[config.mk]
export PLATFORM = sky130hd
export DESIGN_NAME = la_trace_decoder
export DESIGN_NICKNAME = d
export VERILOG_FILES = /design/src/rtl/la_trace_decoder.sv
export SDC_FILE = /design/constraint.sdc
export NUM_CORES = 1
export LEC_CHECK = 0
export BUFFER_PORTS_ARGS = -buffer_cell sky130_fd_sc_hd__buf_2
export CORE_UTILIZATION = 45
export CTS_CLUSTER_SIZE = 24
export DETAILED_ROUTE_END_ITERATION = 8
export HOLD_SLACK_MARGIN = 0.15
export PLACE_DENSITY = 0.8
export SLEW_MARGIN = 15
export SYNTH_ARGS = -nofsm -noshare
export SYNTH_HDL_FRONTEND = slang
export SYNTH_SLANG_ARGS = --single-unit
[constraint.sdc]
create_clock -name axis_clk -period 2.2 [get_ports axis_clk]
set_input_delay 0.11 -clock axis_clk [delete_from_list [all_inputs] [get_ports axis_clk]]
set_output_delay 0.11 -clock axis_clk [all_outputs]
set_load 0.02 [all_outputs]
[src/rtl/la_trace_decoder.sv]
// Logic-analyzer trace decoder: expands run-length records {repeat_count, signals}
// into per-sample AXI-Stream beats, flagging resync after overflow markers.
module la_trace_decoder #(
   parameter int pDATA_WIDTH = 32,
   parameter int pSIG_WIDTH  = 24,
   parameter int pCNT_WIDTH  = 16
) (
   input  logic                   axis_clk,
   input  logic                   axis_rst_n,
   input  logic                   dec_en,
   input  logic                   s_tvalid,
   output logic                   s_tready,
   input  logic [pDATA_WIDTH-1:0] s_tdata,
   input  logic                   s_tlast,
   input  logic [1:0]             s_tuser,
   output logic                   o_valid,
   input  logic                   o_ready,
   output logic [pSIG_WIDTH-1:0]  o_signal,
   output logic [1:0]             o_user,
   output logic                   o_last,
   output logic                   o_resync,
   output logic [pCNT_WIDTH-1:0]  ovf_count,
   output logic [pCNT_WIDTH-1:0]  rec_count
);

   localparam int RC_WIDTH = pDATA_WIDTH - pSIG_WIDTH;

   localparam logic ST_IDLE   = 1'b0;
   localparam logic ST_EXPAND = 1'b1;

   logic                  state_q,    state_d;
   logic [RC_WIDTH-1:0]   rem_cnt_q,  rem_cnt_d;
   logic [pSIG_WIDTH-1:0] sig_q,      sig_d;
   logic [1:0]            user_q,     user_d;
   logic                  last_q,     last_d;
   logic                  resync_q,   resync_d;
   logic                  ovf_pend_q, ovf_pend_d;
   logic [pCNT_WIDTH-1:0] ovf_cnt_q,  ovf_cnt_d;
   logic [pCNT_WIDTH-1:0] rec_cnt_q,  rec_cnt_d;

   logic [RC_WIDTH-1:0]   rec_rc;
   logic                  final_beat;
   logic                  accept;
   logic                  fire;

   always_comb begin
      rec_rc     = s_tdata[pDATA_WIDTH-1:pSIG_WIDTH];
      final_beat = (state_q == ST_EXPAND) && (rem_cnt_q == RC_WIDTH'(1));
      // The final beat and the next record share a cycle, so the handoff is bubble-free.
      s_tready   = dec_en && ((state_q == ST_IDLE) || (final_beat && o_ready));
      accept     = s_tvalid && s_tready;
      fire       = (state_q == ST_EXPAND) && o_ready;
   end

   always_comb begin
      // NOTE: every _d gets a default first so no path through this block infers a latch.
      state_d    = state_q;
      rem_cnt_d  = rem_cnt_q;
      sig_d      = sig_q;
      user_d     = user_q;
      last_d     = last_q;
      resync_d   = resync_q;
      ovf_pend_d = ovf_pend_q;
      ovf_cnt_d  = ovf_cnt_q;
      rec_cnt_d  = rec_cnt_q;

      if (!dec_en) begin
         state_d    = ST_IDLE;
         rem_cnt_d  = '0;
         resync_d   = 1'b0;
         ovf_pend_d = 1'b0;
      end else begin
         if (fire) begin
            rem_cnt_d = rem_cnt_q - RC_WIDTH'(1);
            resync_d  = 1'b0;
            if (final_beat) state_d = ST_IDLE;
         end
         if (accept) begin
            rec_cnt_d = rec_cnt_q + pCNT_WIDTH'(1);
            if (rec_rc == '0) begin
               // Marker: no sample; its s_tlast is intentionally dropped.
               ovf_pend_d = 1'b1;
               if (ovf_cnt_q != '1) ovf_cnt_d = ovf_cnt_q + pCNT_WIDTH'(1);
            end else begin
               state_d    = ST_EXPAND;
               rem_cnt_d  = rec_rc;
               sig_d      = s_tdata[pSIG_WIDTH-1:0];
               user_d     = s_tuser;
               last_d     = s_tlast;
               resync_d   = ovf_pend_q;
               ovf_pend_d = 1'b0;
            end
         end
      end
   end

   // NOTE: sequential state uses non-blocking assignments so every register samples pre-edge values.
   always_ff @(posedge axis_clk or negedge axis_rst_n) begin
      if (!axis_rst_n) begin
         state_q    <= ST_IDLE;
         rem_cnt_q  <= '0;
         sig_q      <= '0;
         user_q     <= '0;
         last_q     <= 1'b0;
         resync_q   <= 1'b0;
         ovf_pend_q <= 1'b0;
         ovf_cnt_q  <= '0;
         rec_cnt_q  <= '0;
      end else begin
         state_q    <= state_d;
         rem_cnt_q  <= rem_cnt_d;
         sig_q      <= sig_d;
         user_q     <= user_d;
         last_q     <= last_d;
         resync_q   <= resync_d;
         ovf_pend_q <= ovf_pend_d;
         ovf_cnt_q  <= ovf_cnt_d;
         rec_cnt_q  <= rec_cnt_d;
      end
   end

   assign o_valid   = (state_q == ST_EXPAND);
   assign o_signal  = sig_q;
   assign o_user    = user_q;
   assign o_last    = last_q && final_beat;
   assign o_resync  = resync_q;
   assign ovf_count = ovf_cnt_q;
   assign rec_count = rec_cnt_q;

endmodule
=== After elaboration in Yosys (flattened, before gate mapping) ===
Cells that the tools add are included.
Widths: inputs -> output; s select.

* Muxes and demuxes: 16
* Reduce and logical (&&, ||, !) cells: 11
* Add/sub/neg operators: 3
* Bitwise operators: 2
* Equal/unequal tests: 3

{| class="wikitable"
|+ Operators by type and width
! operator !! count
|-
| $add 16x1->16 const B || 2
|-
| $mux 8 || 4
|-
| $ne 16x16->1 const B || 1
|-
| $mux 1 || 12
|-
| $eq 8x1->1 const B || 1
|-
| $logic_not 8->1 || 1
|-
| $sub 8x1->8 const B || 1
|-
| $logic_and 1x1->1 || 6
|-
| $reduce_and 4->1 || 1
|-
| $reduce_and 3->1 || 1
|-
| $ne 2x1->1 const B || 1
|-
| $not 1->1 || 2
|-
| $reduce_and 2->1 || 1
|-
| $logic_or 1x1->1 || 1
|}

* Logic and storage cells: 44
* Input port bits: 40
* Output and inout bits: 62
* Register bits after elaboration: 70

=== Logic depth before layout (Yosys ltp) ===
Gate-level depths: netlist of the first run.

* Depth in word-level cells: 8
* Gate-level depth with buffers: 8
* Mapped depth without buffers: 7

=== Worst setup path before layout of the first run ===
Ideal clock, no wire load.

* Kind: reg2reg
* From: reg rem_cnt_q[4]
* To: reg sig_q[0] (netlist: o_signal[0])
* Setup slack: 177 ps
* Setup time: 125 ps
* Cell stages (with the launch flop): 6
* Buffers on the path: 1
* Clock period less this slack: 2023 ps
* Arrival time: 1898 ps
* Required time: 2075 ps
* Cells stage by stage: dfrtp_1 -> or4_4 -> o41ai_4 -> nand3_2 -> buf_2 -> mux2_2

* Longest elaborated chain between the ends: 7

{| class="wikitable"
|+ RTL lines
! what !! line !! RTL
|-
| from (decl) || 32 || <nowiki>logic [RC_WIDTH-1:0] rem_cnt_q, rem_cnt_d;</nowiki>
|-
| from (signal assigned) || 111 || <nowiki>rem_cnt_q <= rem_cnt_d;</nowiki>
|-
| $eq 8x1->1 || 48 || <nowiki>final_beat = (state_q == ST_EXPAND) && (rem_cnt_q == RC_WIDTH'(1));</nowiki>
|-
| $logic_and 1x1->1 || 48 ||
|-
| $logic_and 1x1->1 || 50 || <nowiki>s_tready = dec_en && ((state_q == ST_IDLE) || (final_beat && o_ready));</nowiki>
|-
| $logic_or 1x1->1 || 50 ||
|-
| $logic_and 1x1->1 || 50 ||
|-
| $logic_and 1x1->1 || 51 || <nowiki>accept = s_tvalid && s_tready;</nowiki>
|-
| $reduce_and 3->1 (no source line) || n/a ||
|-
| to (signal assigned) || 112 || <nowiki>sig_q <= sig_d;</nowiki>
|-
| to (decl) || 33 || <nowiki>logic [pSIG_WIDTH-1:0] sig_q, sig_d;</nowiki>
|}

Every way passes these cells.
A chain may end at the register's enable or synchronous reset.

=== Worst setup path after layout of the first run ===
* From: reg rem_cnt_q[4]
* To: out s_tready

* Longest elaborated chain between the ends: 5

{| class="wikitable"
|+ RTL lines
! what !! line !! RTL
|-
| $eq 8x1->1 || 48 ||
|-
| $logic_and 1x1->1 || 48 ||
|-
| $logic_and 1x1->1 || 50 ||
|-
| $logic_or 1x1->1 || 50 ||
|-
| $logic_and 1x1->1 || 50 ||
|-
| to (decl) || 12 || <nowiki>output logic s_tready,</nowiki>
|}

Every way passes these cells.

==> results of run 1 <==
[power by group]
group	total (uW)	internal, uW	switching (uW)	leakage, uW
sequential	1590	1450	136	0.000880
combinational	822	373	449	0.00132
clock	986	529	458	0.0000958
[per-layer routing]
layer / up-vias / share of wire / track usage
met2: 84 / 0.51 / 0.367
met5: - / 0 / 0
li1: 1253 / - / -
met1: 1306 / 0.41 / 0.248
met4: 0 / 0.018 / 0.0773
met3: 13 / 0.056 / 0.0667
[layout by cell type (no fill, tap or decap), types with 4 or more instances in the layout]
master / Yosys / final
and4_1: 5 / 5
and3_1: 5 / 4
dlygate4sd3_1: 0 / 39
and2_1: 6 / 5
xor2_1: 17 / 17
buf_2: 4 / 100
nand2_1: 25 / 25
nor2_1: 19 / 18
buf_4: 0 / 12
nor4_1: 5 / 5
clkbuf_8: 0 / 13
nand3_1: 8 / 8
ha_1: 4 / 4
o211a_1: 7 / 7
dfrtp_1: 70 / 70
nor3_2: 2 / 5
xnor2_1: 15 / 15
inv_1: 11 / 11
nand4_1: 9 / 9
mux2_2: 30 / 30
[cell usage after synthesis (5+ instances only)]
library cell,number,area share
nand2_1,25,0.029
nand3_1,8,0.012
inv_1,11,0.013
and2_1,6,0.012
nor2_1,19,0.022
dfrtp_1,70,0.54
nand4_1,9,0.017
nor4_1,5,0.0097
and4_1,5,0.014
xnor2_1,15,0.041
mux2_2,30,0.10
xor2_1,17,0.046
o211a_1,7,0.022
and3_1,5,0.0097
[cell families (layout without fill, tap and decap cells)]
| group | after synthesis | after routing | share of synthesized area |
|---|---|---|---|
| mux | 33 | 33 | 0.114 |
| xor+xnor | 32 | 32 | 0.0867 |
| compound gates | 17 | 17 | 0.0542 |
| fa+ha+maj | 4 | 4 | 0.0155 |
| simple gates | 97 | 97 | 0.164 |
| buf+inv | 18 | 179 | 0.0248 |
| flops | 70 | 70 | 0.542 |
[final cells by class]
type,instances,area share
Clock buffer,15,0.0411
Sequential cell,70,0.386
Inverter,11,0.00910
Timing Repair Buffer,153,0.223
Tap cell,96,0.0265
Multi-Input combinational cell,183,0.314
[critical path, stage by stage, from the launching register on]
cell	delay, ns
dfrtp_1	0.39
or4_4	0.56
o41ai_4	0.30
buf_4	0.22
and2_4	0.15
buf_6	0.11
[flip-flops by register name, summed over array words and instances (netlist names)]
signal,count
last_q,1
o_resync,1
o_signal,24
o_user,2
o_valid,1
ovf_count,16
ovf_pend_q,1
rec_count,16
rem_cnt_q,8
[path summary, 6_finish.rpt]
| check | startpoint | endpoint | slack, ns | cells past startpoint |
|---|---|---|---|---|
| min in group asynchronous | axis_rst_n | rem_cnt_q[7]$_DFF_PN0_ | 0.33 | 2 |
| max | rem_cnt_q[4]$_DFF_PN0_ | s_tready | 0.02 | 5 |
| max reg2reg | rem_cnt_q[4]$_DFF_PN0_ | ovf_count[10]$_DFFE_PN0P_ | 0.05 | 6 |
| max in group asynchronous | axis_rst_n | o_signal[13]$_DFFE_PN0P_ | 1.22 | 3 |
| min | o_ready | o_resync$_DFF_PN0_ | 0.31 | 4 |
| min reg2reg | rec_count[15]$_DFFE_PN0P_ | rec_count[15]$_DFFE_PN0P_ | 0.47 | 1 |
[repair_timing]
item | CTS | global route
setup buffers | 1 | 4
setup endpoints to repair | 1 | 20
endpoints found under the hold margin | 64 | 0
gates resized for setup | 3 | 5
hold buffers | 39 | 0
[stage by stage]
stage / util / instances / setup slack (ns) / area (um2)
after detailed placement: 0.567 / 469 / 0.0173 / 3890
final: 0.661 / 528 / 0.0196 / 4540
after CTS: 0.653 / 524 / -0.0192 / 4490
after global routing: 0.661 / 528 / -0.0530 / 4540
after global placement: 0.567 / 469 / 0.0683 / 3890
after floorplan: - / 271 / 0.177 / 3230
==> results.sh, run 1 <==
export IMPL_status="finished, final reports clean"
export IMPL_worstSetupEndpointType="output pin"
export IMPL_clkLatencyLatePin_ns=0.34
export IMPL_hold_class="input pin to register"
export IMPL_hold_viol_final=0
export IMPL_powerDensity_nw_per_um2=749
export IMPL_start_util=0.471
export IMPL_grt_pass1_vias=2697
export IMPL_cp_start_kind="register"
export IMPL_slew_viol_final=0
export IMPL_syn_inst=271
export IMPL_via_per_inst=5.03
export IMPL_synth_edf_count=0
export IMPL_die_area_um2=7530
export IMPL_ant_nets=0
export IMPL_finalClockSkew_ns=0.00495
export IMPL_seqCellArea_um2=1750
export IMPL_rows=30
export IMPL_ioPinCount=102
export IMPL_grt_max_degree=44
export IMPL_routed_wl_mm=7.72
export IMPL_crit_required_ns=2.09
export IMPL_cts_root_buf="clkbuf_8"
export IMPL_area_growth_pct=40.3
export IMPL_rsz0062_at_grt="true"
export IMPL_tightestPinTransition_ns=0.648
export IMPL_ys_warn_count=0
export IMPL_clk_pin_slew_ns=0.07
export IMPL_cts_sinks=70
export IMPL_finalNetCount=472
export IMPL_total_power_uw=3400
export IMPL_fin_tns_setup_ns=0
export IMPL_cts_max_level=3
export IMPL_cts_buffer_depth=2
export IMPL_drtIter0Drc=99
export IMPL_cts_buffers=9
export IMPL_fillCellCount=525
export IMPL_async_reset_ff_frac=1.00
export IMPL_route_detailed_drc=0
export IMPL_hold_worst_slack_ns=0.312
export IMPL_leakage_uw=0.00230
export IMPL_cap_violations=0
export IMPL_routedWlPerCell_um=14.6
export IMPL_die_h_um=86.8
export IMPL_critical_path_peak_fanout=6
export IMPL_ys_seq_elements=70
export IMPL_yosysSeqAreaShare=0.542
export IMPL_avgSynthCellArea_um2=11.9
export IMPL_syn_nets=315
export IMPL_cts_tree="built"
export IMPL_critPathKind="register to output pin"
export IMPL_worstPathArrival_ns=2.07
export IMPL_die_w_um=86.8
export IMPL_hpwl_mm=5.04
export IMPL_grt_util_all_layers=0.212
export IMPL_dr_pass1_iters=4
export IMPL_fp_coreArea_um2=6870
export IMPL_ys_types=37
export IMPL_n_antenna_cell=0
export IMPL_portBuffers=101
export IMPL_gp_congestion=0.844
export IMPL_finalSetupViolCount=0
export IMPL_via_count=2656
export IMPL_vdd_ir_drop_max_uv=455
export IMPL_synth_top_flop_cell="dfrtp_1"
export IMPL_multi_input_area_um2=1430
export IMPL_grt_pass1_wl_mm=12.1
export IMPL_antenna_found_initial=0
export IMPL_max_freq_ghz=0.459
export IMPL_finalWorstPathRequiredPeriod_ns=2.18
export IMPL_period_share=0.991
export IMPL_synth_cell_area_um2=3230
export IMPL_slew_headroom=0.568
export IMPL_drive_gt1_frac=0.396
export IMPL_grt_overflow=0
Power figures use the tool's default switching activity.
==> inputs of run 2 (changes only) <==
--- a/config.mk
+++ b/config.mk
@@ -10,7 +10,7 @@
 export CTS_CLUSTER_SIZE = 24
 export DETAILED_ROUTE_END_ITERATION = 8
 export HOLD_SLACK_MARGIN = 0.15
-export PLACE_DENSITY = 0.8
+export PLACE_DENSITY = 0.77
 export SLEW_MARGIN = 15
 export SYNTH_ARGS = -nofsm -noshare
 export SYNTH_HDL_FRONTEND = slang
==> constraint.sdc (replaced) <==
create_clock -name axis_clk -period 2.4 [get_ports axis_clk]
set_input_delay 0.12 -clock axis_clk [delete_from_list [all_inputs] [get_ports axis_clk]]
set_output_delay 0.12 -clock axis_clk [all_outputs]
set_load 0.02 [all_outputs]
==> results.sh, run 2 (synthesis results as in run 1) <==
export IMPL_cp_slowest_cell="or4_4"
export IMPL_slowest_delay_ns=0.59
export IMPL_powerDensity_nw_per_um2=736
export IMPL_finalWorstPathRequiredPeriod_ns=2.31
export IMPL_final_common_cell="buf_2"
export IMPL_fin_ws_ns=0.0867
export IMPL_crit_required_ns=2.63
export IMPL_die_h_um=86.8
export IMPL_start_util=0.471
export IMPL_largest_reg_flops=24
export IMPL_cts_buffer_depth=2
export IMPL_hold_worst_slack_ns=0.297
export IMPL_tightestPinTransition_ns=0.470
export IMPL_crit_reg2reg_launch="rem_cnt_q[4]$_DFF_PN0_"
export IMPL_critPathKind="register to register"
export IMPL_cts_root_buf="clkbuf_8"
export IMPL_grt_pass1_vias=2580
export IMPL_crit_family="buffers and inverters"
export IMPL_critical_path_peak_fanout=10
export IMPL_hold_class="input pin to async pin"
export IMPL_rows=30
export IMPL_fin_tns_setup_ns=0
export IMPL_leakage_uw=0.00229
export IMPL_hpwl_mm=4.69
export IMPL_dr_pass1_iters=4
export IMPL_layout_common_cells="buf_2 (101), dfrtp_1 (70), dlygate4sd3_1 (39), mux2_2 (30), nand2_1 (25)"
export IMPL_cts_tree="built"
export IMPL_grt_overflow=0
export IMPL_die_w_um=86.8
export IMPL_via_count=2542
export IMPL_r2r_end="ovf_pend_q$_DFFE_PN0P_"
export IMPL_status="finished, final reports clean"
export IMPL_clk_pin_slew_ns=0.08
export IMPL_path_buf_inv=2
export IMPL_worstSetupEndpointType="register"
export IMPL_routedWlPerCell_um=14.1
export IMPL_crit_top_cell="nand2_1"
export IMPL_clkLatencyLatePin_ns=0.35
export IMPL_vdd_ir_drop_max_uv=489
export IMPL_cts_sinks=70
export IMPL_route_detailed_drc=0
export IMPL_finalNetCount=465
export IMPL_cap_violations=0
export IMPL_drtIter0Drc=96
export IMPL_n_antenna_cell=0
export IMPL_max_freq_ghz=0.432
export IMPL_ant_nets=0
export IMPL_routed_wl_mm=7.37
export IMPL_hold_viol_final=0
export IMPL_grt_util_all_layers=0.209
export IMPL_via_per_inst=4.87
export IMPL_fp_coreArea_um2=6870
export IMPL_r2r_cells=7
export IMPL_period_share=0.964
export IMPL_rsz0062_at_grt="false"
export IMPL_die_area_um2=7530
export IMPL_worstPathArrival_ns=2.55
export IMPL_antenna_found_initial=0
export IMPL_cts_buffers=9
export IMPL_ioPinCount=102
export IMPL_cp_start_kind="register"
export IMPL_gp_congestion=0.840
export IMPL_timing_reg2reg_setup_slack_ns=0.09
export IMPL_slew_headroom=0.683
export IMPL_area_growth_pct=39.8
export IMPL_drive_gt1_frac=0.378
export IMPL_portBuffers=101
export IMPL_cp_cell_sequence="or4_4 > o41ai_4 > buf_6 > nand2_1 > nand2_1 > a21boi_0 > dlygate4sd3_1"
export IMPL_pre_cts_ws_ns=0.122
export IMPL_cts_max_level=3
export IMPL_grt_max_degree=71
export IMPL_grt_pass1_wl_mm=12.0
export IMPL_finalSetupViolCount=0
export IMPL_finalClockSkew_ns=0.00598
export IMPL_slew_viol_final=0
## run 2: cell count changes in the layout (fill, tap and decap cells not counted), sizes merged
cell,previous run,this run
buf,114,107
bufinv,0,3
clkbuf,15,9
clkinvlp,0,1
clkinv,0,3
## run 2: per-stage QoR
step            util  total power, uW  cell area (um2)  instances
3_5_place_dp   0.564             2160             3880        465
2_1_floorplan      -             1890             3230        271
5_1_grt        0.658             3490             4520        522
4_1_cts        0.656             3340             4500        520
3_3_place_gp   0.564             2130             3880        465
6_report       0.658             3330             4520        522
## run 2: worst max path at each step
stage                                      to                    from  depth (start not counted)  slack, ns
finish                 ovf_pend_q$_DFFE_PN0P_  rem_cnt_q[4]$_DFF_PN0_                          7       0.09
detailed placement  ovf_count[14]$_DFFE_PN0P_  rem_cnt_q[4]$_DFF_PN0_                          6       0.12
CTS                    ovf_pend_q$_DFFE_PN0P_  rem_cnt_q[4]$_DFF_PN0_                          7       0.03
global placement    ovf_count[14]$_DFFE_PN0P_  rem_cnt_q[4]$_DFF_PN0_                          6       0.16
floorplan             o_signal[0]$_DFFE_PN0P_  rem_cnt_q[4]$_DFF_PN0_                          5       0.38
global route           ovf_pend_q$_DFFE_PN0P_  rem_cnt_q[4]$_DFF_PN0_                          7      0.008
## run 2: layout make-up
| cell class | instances | area [um2] |
|---|---|---|
| timing repair buffer | 146 | 970 |
| fill | 553 | 2350 |
| multi-input combinational | 183 | 1400 |
| tap | 96 | 120 |
| clock buffer | 9 | 124 |
| sequential | 70 | 1750 |
| clock inverter | 7 | 113 |
| inverter | 11 | 41.3 |
## run 2: worst register-to-register path: stages, from the launching register on
cell	delay (ns)
dfrtp_1	0.40
or4_4	0.59
o41ai_4	0.29
buf_6	0.19
nand2_1	0.07
nand2_1	0.06
a21boi_0	0.06
dlygate4sd3_1	0.55
## run 2: layer usage
layer,track usage,routed length [um],vias up
li1,-,-,1241
met1,0.263,3250,1230
met2,0.348,3680,62
met3,0.0467,317,9
met4,0.0879,120,0
met5,0,0,-
## run 2: repair_timing
action,CTS,global route
setup endpoints to repair,0,2
setup buffers,0,2
hold buffers,39,0
hold endpoints to repair,107,0
resized for setup,0,1
## run 2: where the power goes
group	internal, uW	switching, uW
Combinational	327	400
Sequential	1330	132
Clock	684	454
Total	2340	986
==> inputs of run 3 (changes only) <==
--- a/config.mk
+++ b/config.mk
@@ -6,11 +6,13 @@
 export NUM_CORES = 1
 export LEC_CHECK = 0
 export BUFFER_PORTS_ARGS = -buffer_cell sky130_fd_sc_hd__buf_2
-export CORE_UTILIZATION = 45
+export CELL_PAD_IN_SITES_DETAIL_PLACEMENT = 1
+export CELL_PAD_IN_SITES_GLOBAL_PLACEMENT = 2
+export CORE_UTILIZATION = 35
 export CTS_CLUSTER_SIZE = 24
 export DETAILED_ROUTE_END_ITERATION = 8
 export HOLD_SLACK_MARGIN = 0.15
-export PLACE_DENSITY = 0.77
+export PLACE_DENSITY = 0.9
 export SLEW_MARGIN = 15
 export SYNTH_ARGS = -nofsm -noshare
 export SYNTH_HDL_FRONTEND = slang
==> constraint.sdc (replaced) <==
create_clock -name axis_clk -period 2.78 [get_ports axis_clk]
set_input_delay 0.139 -clock axis_clk [delete_from_list [all_inputs] [get_ports axis_clk]]
set_output_delay 0.139 -clock axis_clk [all_outputs]
set_load 0.02 [all_outputs]
==> results.sh, run 3 (synthesis results as in run 1) <==
export IMPL_finalWorstPathRequiredPeriod_ns=2.71
export IMPL_leakage_uw=0.00229
export IMPL_die_h_um=98.1
export IMPL_routedWlPerCell_um=17.0
export IMPL_antenna_found_initial=0
export IMPL_cp_cell_sequence="or4_4 > o41ai_4 > nand3_2 > buf_6 > o211a_1 > dlygate4sd3_1"
export IMPL_total_power_uw=2880
export IMPL_critPathKind="register to register"
export IMPL_max_freq_ghz=0.368
export IMPL_finalClockSkew_ns=0.0130
export IMPL_finalNetCount=468
export IMPL_slowest_delay_ns=0.58
export IMPL_hold_class="input pin to register"
export IMPL_grt_max_degree=27
export IMPL_drtIter0Drc=80
export IMPL_dpl_cell_area_um2=3870
export IMPL_portBuffers=101
export IMPL_fin_tns_setup_ns=0
export IMPL_routed_wl_mm=9.12
export IMPL_hold_worst_slack_ns=0.160
export IMPL_vdd_ir_drop_max_uv=391
export IMPL_largest_reg_flops=24
export IMPL_numPlacedInstances=478
export IMPL_dr_pass1_iters=6
export IMPL_cp_start_kind="register"
export IMPL_violations="design-rule violations"
export IMPL_hold_viol_final=0
export IMPL_rows=34
export IMPL_via_count=2672
export IMPL_crit_family="buffers and inverters"
export IMPL_ioPinCount=102
export IMPL_die_w_um=98.1
export IMPL_worstSetupEndpointType="register"
export IMPL_cts_tree="built"
export IMPL_period_share=0.977
export IMPL_slew_viol_final=0
export IMPL_grt_overflow=0
export IMPL_fp_coreArea_um2=8850
export IMPL_grt_pass1_wl_mm=15.3
export IMPL_cap_violations=0
export IMPL_cp_slowest_cell="or4_4"
export IMPL_die_area_um2=9630
export IMPL_cts_buffer_depth=2
export IMPL_area_growth_pct=40.2
export IMPL_cts_root_buf="clkbuf_8"
export IMPL_start_util=0.366
export IMPL_final_common_cell="buf_2"
export IMPL_route_detailed_drc=2
export IMPL_via_per_inst=4.98
export IMPL_critical_path_peak_fanout=22
export IMPL_stdcell_area_um2=4530
export IMPL_powerDensity_nw_per_um2=635
export IMPL_worstPathArrival_ns=2.94
export IMPL_finalSetupViolCount=0
export IMPL_n_antenna_cell=0
export IMPL_status="finished, violations left"
export IMPL_layout_common_cells="buf_2 (101), dfrtp_1 (70), dlygate4sd3_1 (40), mux2_2 (30), nand2_1 (25)"
export IMPL_grt_pass1_vias=3049
export IMPL_hpwl_mm=5.78
export IMPL_cts_sinks=70
export IMPL_final_cells=537
export IMPL_cts_max_level=3
export IMPL_cts_buffers=9
export IMPL_min_from="dec_en"
export IMPL_tightestPinTransition_ns=0.607
export IMPL_startpoint="rem_cnt_q[4]$_DFF_PN0_"
export IMPL_clk_pin_slew_ns=0.08
export IMPL_slew_headroom=0.592
export IMPL_drive_gt1_frac=0.380
export IMPL_clkLatencyLatePin_ns=0.35
export IMPL_grt_util_all_layers=0.206
export IMPL_ant_nets=0
export IMPL_gp_congestion=0.781
export IMPL_crit_required_ns=3.01
export IMPL_path_buf_inv=2
export IMPL_crit_reg2reg_launch="rem_cnt_q[4]$_DFF_PN0_"
run 3: cell count changes in the layout (fill, tap and decap cells not counted):
| cell | delta |
|---|---|
| clkbuf_8 | +2 |
| buf_12 | -2 |
| clkinv_2 | -2 |
| buf_4 | +4 |
| clkinv_4 | +1 |
| dlygate4sd3_1 | +1 |
| bufinv_16 | -1 |
run 3: worst paths after layout:
| path | end | slack (ns) | cells past startpoint |
|---|---|---|---|
| max | rem_cnt_q[0]$_DFF_PN0_ | 0.07 | 6 |
| min | rem_cnt_q[3]$_DFF_PN0_ | 0.16 | 2 |
| max reg2reg | rem_cnt_q[0]$_DFF_PN0_ | 0.07 | 6 |
| min reg2reg | rec_count[15]$_DFFE_PN0P_ | 0.48 | 1 |
| max in group asynchronous | ovf_count[7]$_DFFE_PN0P_ | 1.73 | 3 |
| min in group asynchronous | o_signal[20]$_DFFE_PN0P_ | 0.29 | 2 |
run 3: cell type report:
type / count / area, um2
Fill cell: 1000 / 4320
Clock inverter: 5 / 81.3
Inverter: 11 / 41.3
Tap cell: 108 / 135
Clock buffer: 11 / 151
Sequential cell: 70 / 1750
Multi-Input combinational cell: 183 / 1400
Timing Repair Buffer: 149 / 970
run 3: worst reg2reg max path, delay by kind of cell (launching register included):
| kind | cells | cell delay (ns) |
|---|---|---|
| flip-flops | 1 | 0.40 |
| AND/OR/NAND/NOR | 2 | 0.73 |
| buffers and inverters | 2 | 0.76 |
| AO/OA/AOI/OAI | 2 | 0.70 |
run 3: where the power goes:
group          internal (uW)  switching (uW)  total, uW  leakage [uW]
combinational            286             361        648       0.00130
clock                    555             411        966      0.000116
sequential              1150             117       1270      0.000880
run 3: layer usage:
| metal | up-vias | global-route usage | share of wire |
|---|---|---|---|
| met5 | - | 0 | 0 |
| met4 | 0 | 0.0735 | 0.017 |
| met3 | 13 | 0.0551 | 0.044 |
| met2 | 65 | 0.372 | 0.54 |
| met1 | 1347 | 0.233 | 0.40 |
| li1 | 1247 | - | - |
run 3: through the flow:
stage	worst slack (ns)	utilization
floorplan	0.757	-
global placement	0.552	0.438
detailed placement	0.450	0.438
CTS	0.119	0.509
global route	-0.0176	0.512
finish	0.0650	0.512
run 3: repair_timing:
action                                 in CTS  in global routing
gates resized for setup                     0                  1
buffers inserted                            0                  3
hold buffers                               40                  0
setup endpoints to repair                   0                  2
endpoints found under the hold margin      58                  0
